<file path="config.mk">
export PLATFORM = sky130hd
export DESIGN_NAME = argmax_classifier_flat
export DESIGN_NICKNAME = d
export VERILOG_FILES = /design/src/rtl/argmax_classifier_if.sv /design/src/rtl/argmax_classifier.sv /design/src/flat_wrapper.sv
export SDC_FILE = /design/constraint.sdc
export NUM_CORES = 1
export LEC_CHECK = 0
export CAP_MARGIN = 20
export CORE_AREA = 2 2 419 421
export DETAILED_ROUTE_END_ITERATION = 8
export DIE_AREA = 0 0 421 423
export HOLD_SLACK_MARGIN = 0.02
export MAX_ROUTING_LAYER = met4
export PLACE_DENSITY = 0.54
export SLEW_MARGIN = 20
export SYNTH_ARGS = -nofsm -noshare
export SYNTH_HDL_FRONTEND = slang
export SYNTH_SLANG_ARGS = --single-unit
</file>
<file path="constraint.sdc">
create_clock -name clk -period 64.5 [get_ports clk]
set_input_delay 6.45 -clock clk [delete_from_list [all_inputs] [get_ports clk]]
set_output_delay 6.45 -clock clk [all_outputs]
set_load 0.02 [all_outputs]
</file>
<file path="src/rtl/argmax_classifier_if.sv">
// Input-side bundle of the argmax classifier: activation vector, threshold and
// the valid/ready handshake that moves them into the block.
interface argmax_classifier_if #(
    parameter int NUM_CLASSES = 128,
    parameter int ACTIV_BITS  = 8
);
    logic [NUM_CLASSES*ACTIV_BITS-1:0] data_in;
    logic                              data_valid;
    logic                              in_ready;
    logic [ACTIV_BITS-1:0]             threshold;

    modport master (
        output data_in,
        output data_valid,
        output threshold,
        input  in_ready
    );

    modport slave (
        input  data_in,
        input  data_valid,
        input  threshold,
        output in_ready
    );
endinterface

</file>
<file path="src/rtl/argmax_classifier.sv">
// Captures an activation vector, scans it LANES elements per cycle and reports
// the index/value of the maximum plus a threshold-based detect flag.
module argmax_classifier #(
    parameter  int NUM_CLASSES = 128,
    parameter  int ACTIV_BITS  = 8,
    parameter  int LANES       = 4,
    localparam int CLASS_BITS  = $clog2(NUM_CLASSES)
) (
    input  logic                  clk,
    input  logic                  rst,
    argmax_classifier_if.slave    bus,
    output logic [CLASS_BITS-1:0] class_out,
    output logic [ACTIV_BITS-1:0] score_out,
    output logic                  detect,
    output logic                  class_valid,
    output logic [7:0]            drop_count
);

    localparam int N        = NUM_CLASSES / LANES;
    localparam int GRP_BITS = (N > 1) ? $clog2(N) : 1;

    typedef enum logic {
        IDLE,
        SCAN
    } state_t;

    state_t                          state;
    state_t                          next_state;
    logic [NUM_CLASSES*ACTIV_BITS-1:0] buf_q;
    logic [ACTIV_BITS-1:0]           thr_q;
    logic [ACTIV_BITS-1:0]           best_val;
    logic [CLASS_BITS-1:0]           best_idx;
    logic [GRP_BITS-1:0]             grp;
    logic [ACTIV_BITS-1:0]           cand_val;
    logic [CLASS_BITS-1:0]           cand_idx;
    logic                            accept;
    logic                            last_grp;

    assign bus.in_ready = (state == IDLE);
    assign accept       = (state == IDLE) && bus.data_valid;
    assign last_grp     = (grp == GRP_BITS'(N - 1));

    always_comb begin
        next_state = state;
        case (state)
            IDLE:    if (bus.data_valid) next_state = SCAN;
            SCAN:    if (last_grp)       next_state = IDLE;
            default: next_state = IDLE;
        endcase
    end

    // Lanes are walked in ascending index order with a strict compare, so the
    // lowest index wins any tie, both within a group and across groups.
    always_comb begin
        logic [ACTIV_BITS-1:0] elem;
        elem     = '0;
        cand_val = best_val;
        cand_idx = best_idx;
        for (int l = 0; l < LANES; l++) begin
            elem = buf_q[(int'(grp) * LANES + l) * ACTIV_BITS +: ACTIV_BITS];
            if (elem > cand_val) begin
                cand_val = elem;
                cand_idx = CLASS_BITS'(int'(grp) * LANES + l);
            end
        end
    end

    // The vector copy needs no reset; a new scan always starts from a fresh capture.
    always_ff @(posedge clk) begin
        if (accept) begin
            buf_q <= bus.data_in;
        end
    end

    always_ff @(posedge clk) begin
        if (rst) begin
            state       <= IDLE;
            thr_q       <= '0;
            best_val    <= '0;
            best_idx    <= '0;
            grp         <= '0;
            class_out   <= '0;
            score_out   <= '0;
            detect      <= 1'b0;
            class_valid <= 1'b0;
            drop_count  <= '0;
        end else begin
            state       <= next_state;
            class_valid <= 1'b0;
            if (bus.data_valid && !bus.in_ready && drop_count != 8'hFF) begin
                drop_count <= drop_count + 8'd1;
            end
            if (accept) begin
                thr_q    <= bus.threshold;
                best_val <= '0;
                best_idx <= '0;
                grp      <= '0;
            end else if (state == SCAN) begin
                best_val <= cand_val;
                best_idx <= cand_idx;
                grp      <= grp + 1'b1;
                if (last_grp) begin
                    class_out   <= cand_idx;
                    score_out   <= cand_val;
                    detect      <= (cand_val >= thr_q);
                    class_valid <= 1'b1;
                end
            end
        end
    end

endmodule

</file>
<file path="src/flat_wrapper.sv">
// flat-port wrapper written by rule: the top's interface ports become plain ports
module argmax_classifier_flat 
#(
    parameter  int NUM_CLASSES = 128,
    parameter  int ACTIV_BITS  = 8,
    parameter  int LANES       = 4,
    localparam int CLASS_BITS  = $clog2(NUM_CLASSES)
)
  (clk, rst, class_out, score_out, detect, class_valid, drop_count, bus_data_in, bus_data_valid, bus_threshold, bus_in_ready);
  argmax_classifier_if #(.NUM_CLASSES(NUM_CLASSES), .ACTIV_BITS(ACTIV_BITS)) bus_i ();
  input  logic clk;
  input  logic rst;
  output logic [CLASS_BITS-1:0] class_out;
  output logic [ACTIV_BITS-1:0] score_out;
  output logic detect;
  output logic class_valid;
  output logic [7:0] drop_count;
  input wire logic [$bits(bus_i.data_in)-1:0] bus_data_in;
  input wire logic [$bits(bus_i.data_valid)-1:0] bus_data_valid;
  input wire logic [$bits(bus_i.threshold)-1:0] bus_threshold;
  output wire logic [$bits(bus_i.in_ready)-1:0] bus_in_ready;
  assign bus_i.data_in = bus_data_in;
  assign bus_i.data_valid = bus_data_valid;
  assign bus_i.threshold = bus_threshold;
  assign bus_in_ready = bus_i.in_ready;
  argmax_classifier #(.NUM_CLASSES(NUM_CLASSES), .ACTIV_BITS(ACTIV_BITS), .LANES(LANES)) u_core (.clk(clk), .rst(rst), .bus(bus_i), .class_out(class_out), .score_out(score_out), .detect(detect), .class_valid(class_valid), .drop_count(drop_count));
endmodule
</file>
== Word level (Yosys, flattened, before mapping) ==
Cells that the tools add are included.

* Register bits: 1078
* Input bits: 1035
* Output and inout port bits: 26

* Add/subtract/negate cells: 5
* $lt $le $gt $ge: 5
* Equality and inequality tests: 2
* Shift operators: 4
* Mux-type cells: 12
* Bitwise operators: 2
* Reductions and logical operators: 6

{| class="wikitable"
|+ Operators by type and width
! cell !! number
|-
| $shiftx 1024x32->8 || 3
|-
| $shiftx 1024x11->8 || 1
|-
| $gt 8x8->1 || 4
|-
| $mux 8 || 4
|-
| $mux 7 || 4
|-
| $add 7x2->8 const B || 2
|-
| $add 7x1->8 const B || 1
|-
| $add 8x1->8 const B || 1
|-
| $ge 8x8->1 || 1
|-
| $ne 8x8->1 const B || 1
|-
| $add 5x1->5 const B || 1
|-
| $eq 5x5->1 const B || 1
|-
| $logic_and 1x1->1 || 3
|-
| $mux 1 || 3
|-
| $reduce_and 3->1 || 1
|-
| $reduce_or 3->1 || 1
|-
| $not 1->1 || 2
|-
| $pmux 1 s2 || 1
|-
| $reduce_or 2->1 || 1
|}

== Depth between registers and ports, before layout ==
* Depth in word-level cells: 10
* Depth in mapped cells: 61
* Depth with buffers taken out: 52

== Least setup slack after synthesis ==
OpenSTA, ideal clock, no wires.

* Path type: input -> register
* Start point: input bus_data_valid
* End point: register u_core.best_idx[2]
* Data arrival time: 37.277 ns
* Data required time: 64.351 ns
* Setup slack: 27.074 ns
* Stages on the path: 7
* Cells stage by stage: nand2_1 > inv_1 > clkbuf_1 > nor2_1 > clkbuf_1 > nand2_1 > mux2i_1

* Word-level cells in the longest chain between the ends: 2

{| class="wikitable"
|+ Ends and longest elaborated chain
! item !! line !! source
|-
| start, declared || flat_wrapper.sv:19 || <nowiki>input wire logic [$bits(bus_i.data_valid)-1:0] bus_data_valid;</nowiki>
|-
| $logic_and 1x1->1 || argmax_classifier.sv:40 || <nowiki>assign accept = (state == IDLE) && bus.data_valid;</nowiki>
|-
| named net u_core.accept || argmax_classifier.sv:36 || <nowiki>logic accept;</nowiki>
|-
| $reduce_or 2->1 (no line) || n/a ||
|-
| end signal, assigned || argmax_classifier.sv:100 || <nowiki>best_idx <= cand_idx;</nowiki>
|-
| end, declared || argmax_classifier.sv:32 || <nowiki>logic [CLASS_BITS-1:0] best_idx;</nowiki>
|}

The timed path passes the listed nets, and every way through them passes these cells.
A chain may end at the register's enable or synchronous reset.

== Worst setup path in the final report ==
* Start point: register u_core.grp[0]
* End point: register u_core.detect

* Word-level cells in the longest chain between the ends: 10
* Elaborated cells on any way between the ends: 18
* Those cells by class: 3 x add/sub; 5 x order compare; 1 x eq/ne; 4 x shift; 4 x mux; 1 x reduce/logical

{| class="wikitable"
|+ Ends and longest elaborated chain
! item !! line !! source
|-
| start, declared || argmax_classifier.sv:33 || <nowiki>logic [GRP_BITS-1:0] grp;</nowiki>
|-
| start signal, assigned || argmax_classifier.sv:101 || <nowiki>grp <= grp + 1'b1;</nowiki>
|-
| $shiftx 1024x11->8 || argmax_classifier.sv:60 || <nowiki>elem = buf_q[(int'(grp) * LANES + l) * ACTIV_BITS +: ACTIV_BITS];</nowiki>
|-
| $gt 8x8->1 || argmax_classifier.sv:61 || <nowiki>if (elem > cand_val) begin</nowiki>
|-
| $mux 8 || argmax_classifier.sv:61 ||
|-
| $gt 8x8->1 || argmax_classifier.sv:61 ||
|-
| $mux 8 || argmax_classifier.sv:61 ||
|-
| $gt 8x8->1 || argmax_classifier.sv:61 ||
|-
| $mux 8 || argmax_classifier.sv:61 ||
|-
| $gt 8x8->1 || argmax_classifier.sv:61 ||
|-
| $mux 8 || argmax_classifier.sv:61 ||
|-
| $ge 8x8->1 || argmax_classifier.sv:105 || <nowiki>detect <= (cand_val >= thr_q);</nowiki>
|-
| end signal, assigned || argmax_classifier.sv:105 ||
|-
| end, declared || argmax_classifier.sv:14 || <nowiki>output logic detect,</nowiki>
|}

Several ways; a longest one is shown, not always the timed one.

==> flow_summary.html <==
<table>
<tr><th>Metric</th><th>Value</th></tr>
<tr><th colspan="2">Detailed routing</th></tr>
<tr><td>Total wire length</td><td>approximately 150000 um</td></tr>
<tr><td>Average routed wire per standard cell</td><td>26.28 um</td></tr>
<tr><td>Residual DRC count</td><td>0</td></tr>
<tr><td>Count of routing violations after the opening detailed-route iteration</td><td>about 2100</td></tr>
<tr><td>Avg Vias per Cell</td><td>4.329</td></tr>
<tr><td>Drt pass-1 iters</td><td>5</td></tr>
<tr><td>Detail Route Antenna Nets</td><td>0</td></tr>
<tr><td>Total number of vias</td><td>approximately 24000</td></tr>
<tr><th colspan="2">STA</th></tr>
<tr><td>Total Neg Setup Slack</td><td>0 ps</td></tr>
<tr><td>Number of failing hold endpoints at the final stage</td><td>0</td></tr>
<tr><td>Fraction of the cycle the final worst path needs</td><td>22.53%</td></tr>
<tr><td>Worst setup margin</td><td>between 40000 and 50000 ps</td></tr>
<tr><td>Max frequency</td><td>roughly 0.07 GHz</td></tr>
<tr><td>Setup repair after global routing missed its margin</td><td>false</td></tr>
<tr><td>Setup Skew</td><td>between 50 and 60 ps</td></tr>
<tr><td>Transition time at the pin with the least slew margin</td><td>around 1100 ps</td></tr>
<tr><td>Setup-failing EPs final</td><td>0</td></tr>
<tr><td>Final critical delay including setup and external delays</td><td>~15000 ps</td></tr>
<tr><td>Worst rel slew slack</td><td>24.59%</td></tr>
<tr><td>Final slew viol count</td><td>0</td></tr>
<tr><th colspan="2">CTS</th></tr>
<tr><td>CTS tree</td><td>yes</td></tr>
<tr><td>Clock transition at the register clock pins on the worst setup and hold paths after CTS</td><td>approximately 60 ps</td></tr>
<tr><td>Clock insertion delay at the later pin of the skew report</td><td>780 ps</td></tr>
<tr><td>Total number of H-tree levels</td><td>3</td></tr>
<tr><td>Max Buffers Root-to-Sink</td><td>3</td></tr>
<tr><td>Count of buffers added by post-CTS timing repair for setup</td><td>0</td></tr>
<tr><td>Number of hold-repair buffers added at the cts stage</td><td>0</td></tr>
<tr><td>Number of CTS-inserted buffers</td><td>between 100 and 150</td></tr>
<tr><td>CTS Sinks</td><td>1078</td></tr>
<tr><td>Quantity of gates resized following cts</td><td>0</td></tr>
<tr><td>Library cell used as clock root buffer</td><td>clkbuf_16</td></tr>
<tr><th colspan="2">Placement</th></tr>
<tr><td>Buffers added on ports</td><td>approximately 1100</td></tr>
<tr><td>Gp weighted congestion</td><td>approximately 0.85</td></tr>
<tr><td>Half-perimeter wire length of the detailed placement result</td><td>around 110000 um</td></tr>
<tr><td>Post-placement setup slack</td><td>roughly 50000 ps</td></tr>
<tr><td>Inst Count DP</td><td>roughly 5300</td></tr>
<tr><th colspan="2">Synthesis</th></tr>
<tr><td>Mean post-synth cell area</td><td>21.30 um2</td></tr>
<tr><td>Most used flip-flop cell after synthesis</td><td>edfxtp_1</td></tr>
<tr><td>Top cells by count, synth</td><td>1024 x edfxtp_1, 288 x mux4_2, 112 x nand2_1</td></tr>
<tr><td>Synthesized Nets</td><td>3066</td></tr>
<tr><td>Sequential element share of the synthesized area</td><td>between 70% and 80%</td></tr>
<tr><td>Yosys warning count</td><td>0</td></tr>
<tr><td>Count of distinct cell types in the synthesized netlist</td><td>73</td></tr>
<tr><td>Summed instance area of the synthesized netlist</td><td>42440 um2</td></tr>
<tr><td>Ranking of synthesized cells by area</td><td>edfxtp_1 72%, mux4_2 15%, dfxtp_1 2.5%</td></tr>
<tr><td>Number of enable flip-flop cells after synthesis</td><td>between 1000 and 1500</td></tr>
<tr><td>Proportion of register bits with asynchronous set or reset after synthesis</td><td>0%</td></tr>
<tr><td>Largest area contributor in the synthesized netlist</td><td>edfxtp_1</td></tr>
<tr><td>Post-synth top area share</td><td>roughly 72%</td></tr>
<tr><td>Number of standard cells after synthesis</td><td>approximately 2000</td></tr>
<tr><td>Most common cell in the netlist</td><td>edfxtp_1</td></tr>
<tr><td>Post-synthesis register bit count</td><td>between 1000 and 1500</td></tr>
<tr><th colspan="2">Worst setup path</th></tr>
<tr><td>Type of the worst setup path</td><td>reg -&gt; reg</td></tr>
<tr><td>Maximum fanout along the worst path</td><td>45</td></tr>
<tr><td>Required time of the critical path</td><td>about 65000 ps</td></tr>
<tr><td>Signal arrival time at the worst endpoint</td><td>approximately 15000 ps</td></tr>
<tr><td>Critical Path Source Type</td><td>flip-flop</td></tr>
<tr><td>Slowest-stage cell, CP</td><td>buf_4</td></tr>
<tr><td>Setup crit end kind</td><td>flip-flop</td></tr>
<tr><td>Longest individual stage delay on the worst path</td><td>between 800 and 900 ps</td></tr>
<tr><th colspan="2">Worst hold path</th></tr>
<tr><td>Worst Hold Class</td><td>reg -&gt; reg</td></tr>
<tr><th colspan="2">Die</th></tr>
<tr><td>Placement row count</td><td>153</td></tr>
<tr><td>Starting Density</td><td>24.49%</td></tr>
<tr><td>Width of the die</td><td>~420 um</td></tr>
<tr><td>Number of placed I/O pins</td><td>about 1100</td></tr>
<tr><td>Die height</td><td>423 um</td></tr>
<tr><td>DIE AREA</td><td>178100 um2</td></tr>
<tr><td>Placeable Area</td><td>173200 um2</td></tr>
<tr><th colspan="2">Power</th></tr>
<tr><td>Pwr/cell area</td><td>30.07 nW/um2</td></tr>
<tr><td>Leakage</td><td>between 15 and 20 nW</td></tr>
<tr><td>Worst vdd ir</td><td>roughly 0.022 mV</td></tr>
<tr><td>Sum of internal, switching and leakage power</td><td>0.001801 W</td></tr>
<tr><th colspan="2">Global routing</th></tr>
<tr><td>Number of antenna violations at the first check in global routing</td><td>66</td></tr>
<tr><td>Largest net degree at the start of global routing</td><td>approximately 190</td></tr>
<tr><td>Global-route total usage across every layer</td><td>between 10% and 20%</td></tr>
<tr><td>Final global-route overflow total</td><td>0</td></tr>
<tr><td>Wire length of the first global-routing pass</td><td>198100 um</td></tr>
<tr><td>Vias in the first global route</td><td>25560</td></tr>
<tr><th colspan="2">Cells and area</th></tr>
<tr><td>Fill cell instance count of the final layout</td><td>~16000</td></tr>
<tr><td>Post-layout instance count excluding filler cells</td><td>between 5000 and 6000</td></tr>
<tr><td># nets final</td><td>4182</td></tr>
<tr><td>Layout Area Growth over Synthesis</td><td>41.16%</td></tr>
<tr><td>Fraction of final layout cells with drive strength greater than 1</td><td>between 10% and 20%</td></tr>
<tr><th colspan="2">Run</th></tr>
<tr><td>Max capacitance violation total</td><td>0</td></tr>
<tr><th colspan="2">Outcome</th></tr>
<tr><td>Result of the run</td><td>complete, no violations</td></tr>
</table>
==> per-layer routing <==
layer	vias to the layer above	track usage (%)	share of wire [%]
li1	10650	-	-
met1	12420	18.03	37
met2	959	28.17	53
met3	182	5.284	7.9
met4	0	5.725	2.3
met5	-	-	0
==> cell type report <==
class | count | area (um2) | area share (%)
flip-flops and latches | 1078 | 31840 | 53.16
repair buffers | 1091 | 10910 | 18.21
multi-input cells | 779 | 9998 | 16.69
clock buffers | 144 | 3114 | 5.199
well taps | 2325 | 2909 | 4.856
clock inverters | 81 | 837.1 | 1.397
inverters | 37 | 152.6 | 0.2548
diodes | 57 | 142.6 | 0.2381
==> power breakdown <==
part	total, W	internal (W)	switching [W]
combinational	0.000278	0.000141	0.000137
sequential	0.000831	0.000814	0.0000161
clock	0.000693	0.000400	0.000293
==> logic make-up (layout without fill, tap and decap cells) <==
kind of cell / Yosys count / after routing / share of synthesized area [%]
DFF: 1078 / 1078 / 75.01
AOI/OAI and AO/OA: 156 / 156 / 2.609
muxes: 370 / 370 / 17.39
buffers and inverters: 135 / 1353 / 1.445
and+or+nand+nor: 204 / 204 / 2.191
xor gates and xnor gates: 9 / 9 / 0.1857
adders and majority gates: 40 / 40 / 1.173
other: 0 / 57 / 0
==> registers in the layout, indices dropped and copies added, names as in the netlist, 5 cells and up <==
register / count
u_core.best_idx: 7
u_core.best_val: 8
u_core.buf_q: 1024
u_core.class_out: 7
u_core.drop_count: 8
u_core.grp: 5
u_core.score_out: 8
u_core.thr_q: 8
==> cells in the final DEF (no fill, tap or decap), drive strengths merged, types with 8 or more instances in the layout <==
master and count:
edfxtp 1024, clkbuf 144, clkdlybuf4s50 1060, mux4 292, a21oi 48, bufinv 14, nor2 33, diode 57
clkinv 60, nand4 8, ha 39, buf 31, dfxtp 54, inv 41, o22ai 14, mux2i 75
o21ai 28, nand2 112, nor2b 8
==> worst max-delay path, delay by kind of cell (launching register included) <==
family          cells  cell delay [ps]
flops               1              770
simple gates       12             1480
fa+ha+maj           5             1270
mux                 4             1820
compound gates     25             5660
buf+inv             8             3260
==> worst paths after layout <==
kind	from	endpoint	slack, ps	cells past startpoint
worst max-delay path	u_core.grp[0]	u_core.detect	49970	54
worst min register to register	u_core.score_out[1]	u_core.score_out[1]	460	2
worst max register to register	u_core.grp[0]	u_core.detect	49970	54
worst min-delay path	u_core.score_out[1]	u_core.score_out[1]	460	2
==> through the flow <==
| stage | area [um2] | hold WS, ps | util, % |
|---|---|---|---|
| after floorplan | 42440 | 434.8 | - |
| after global placement | 55810 | 448.7 | 32.21 |
| after detailed placement | 55810 | 449.6 | 32.21 |
| after CTS | 59760 | 457.6 | 34.49 |
| after global routing | 59880 | 487.7 | 34.57 |
| final | 59900 | 456.3 | 34.58 |
(Power assumes the default switching activity.)
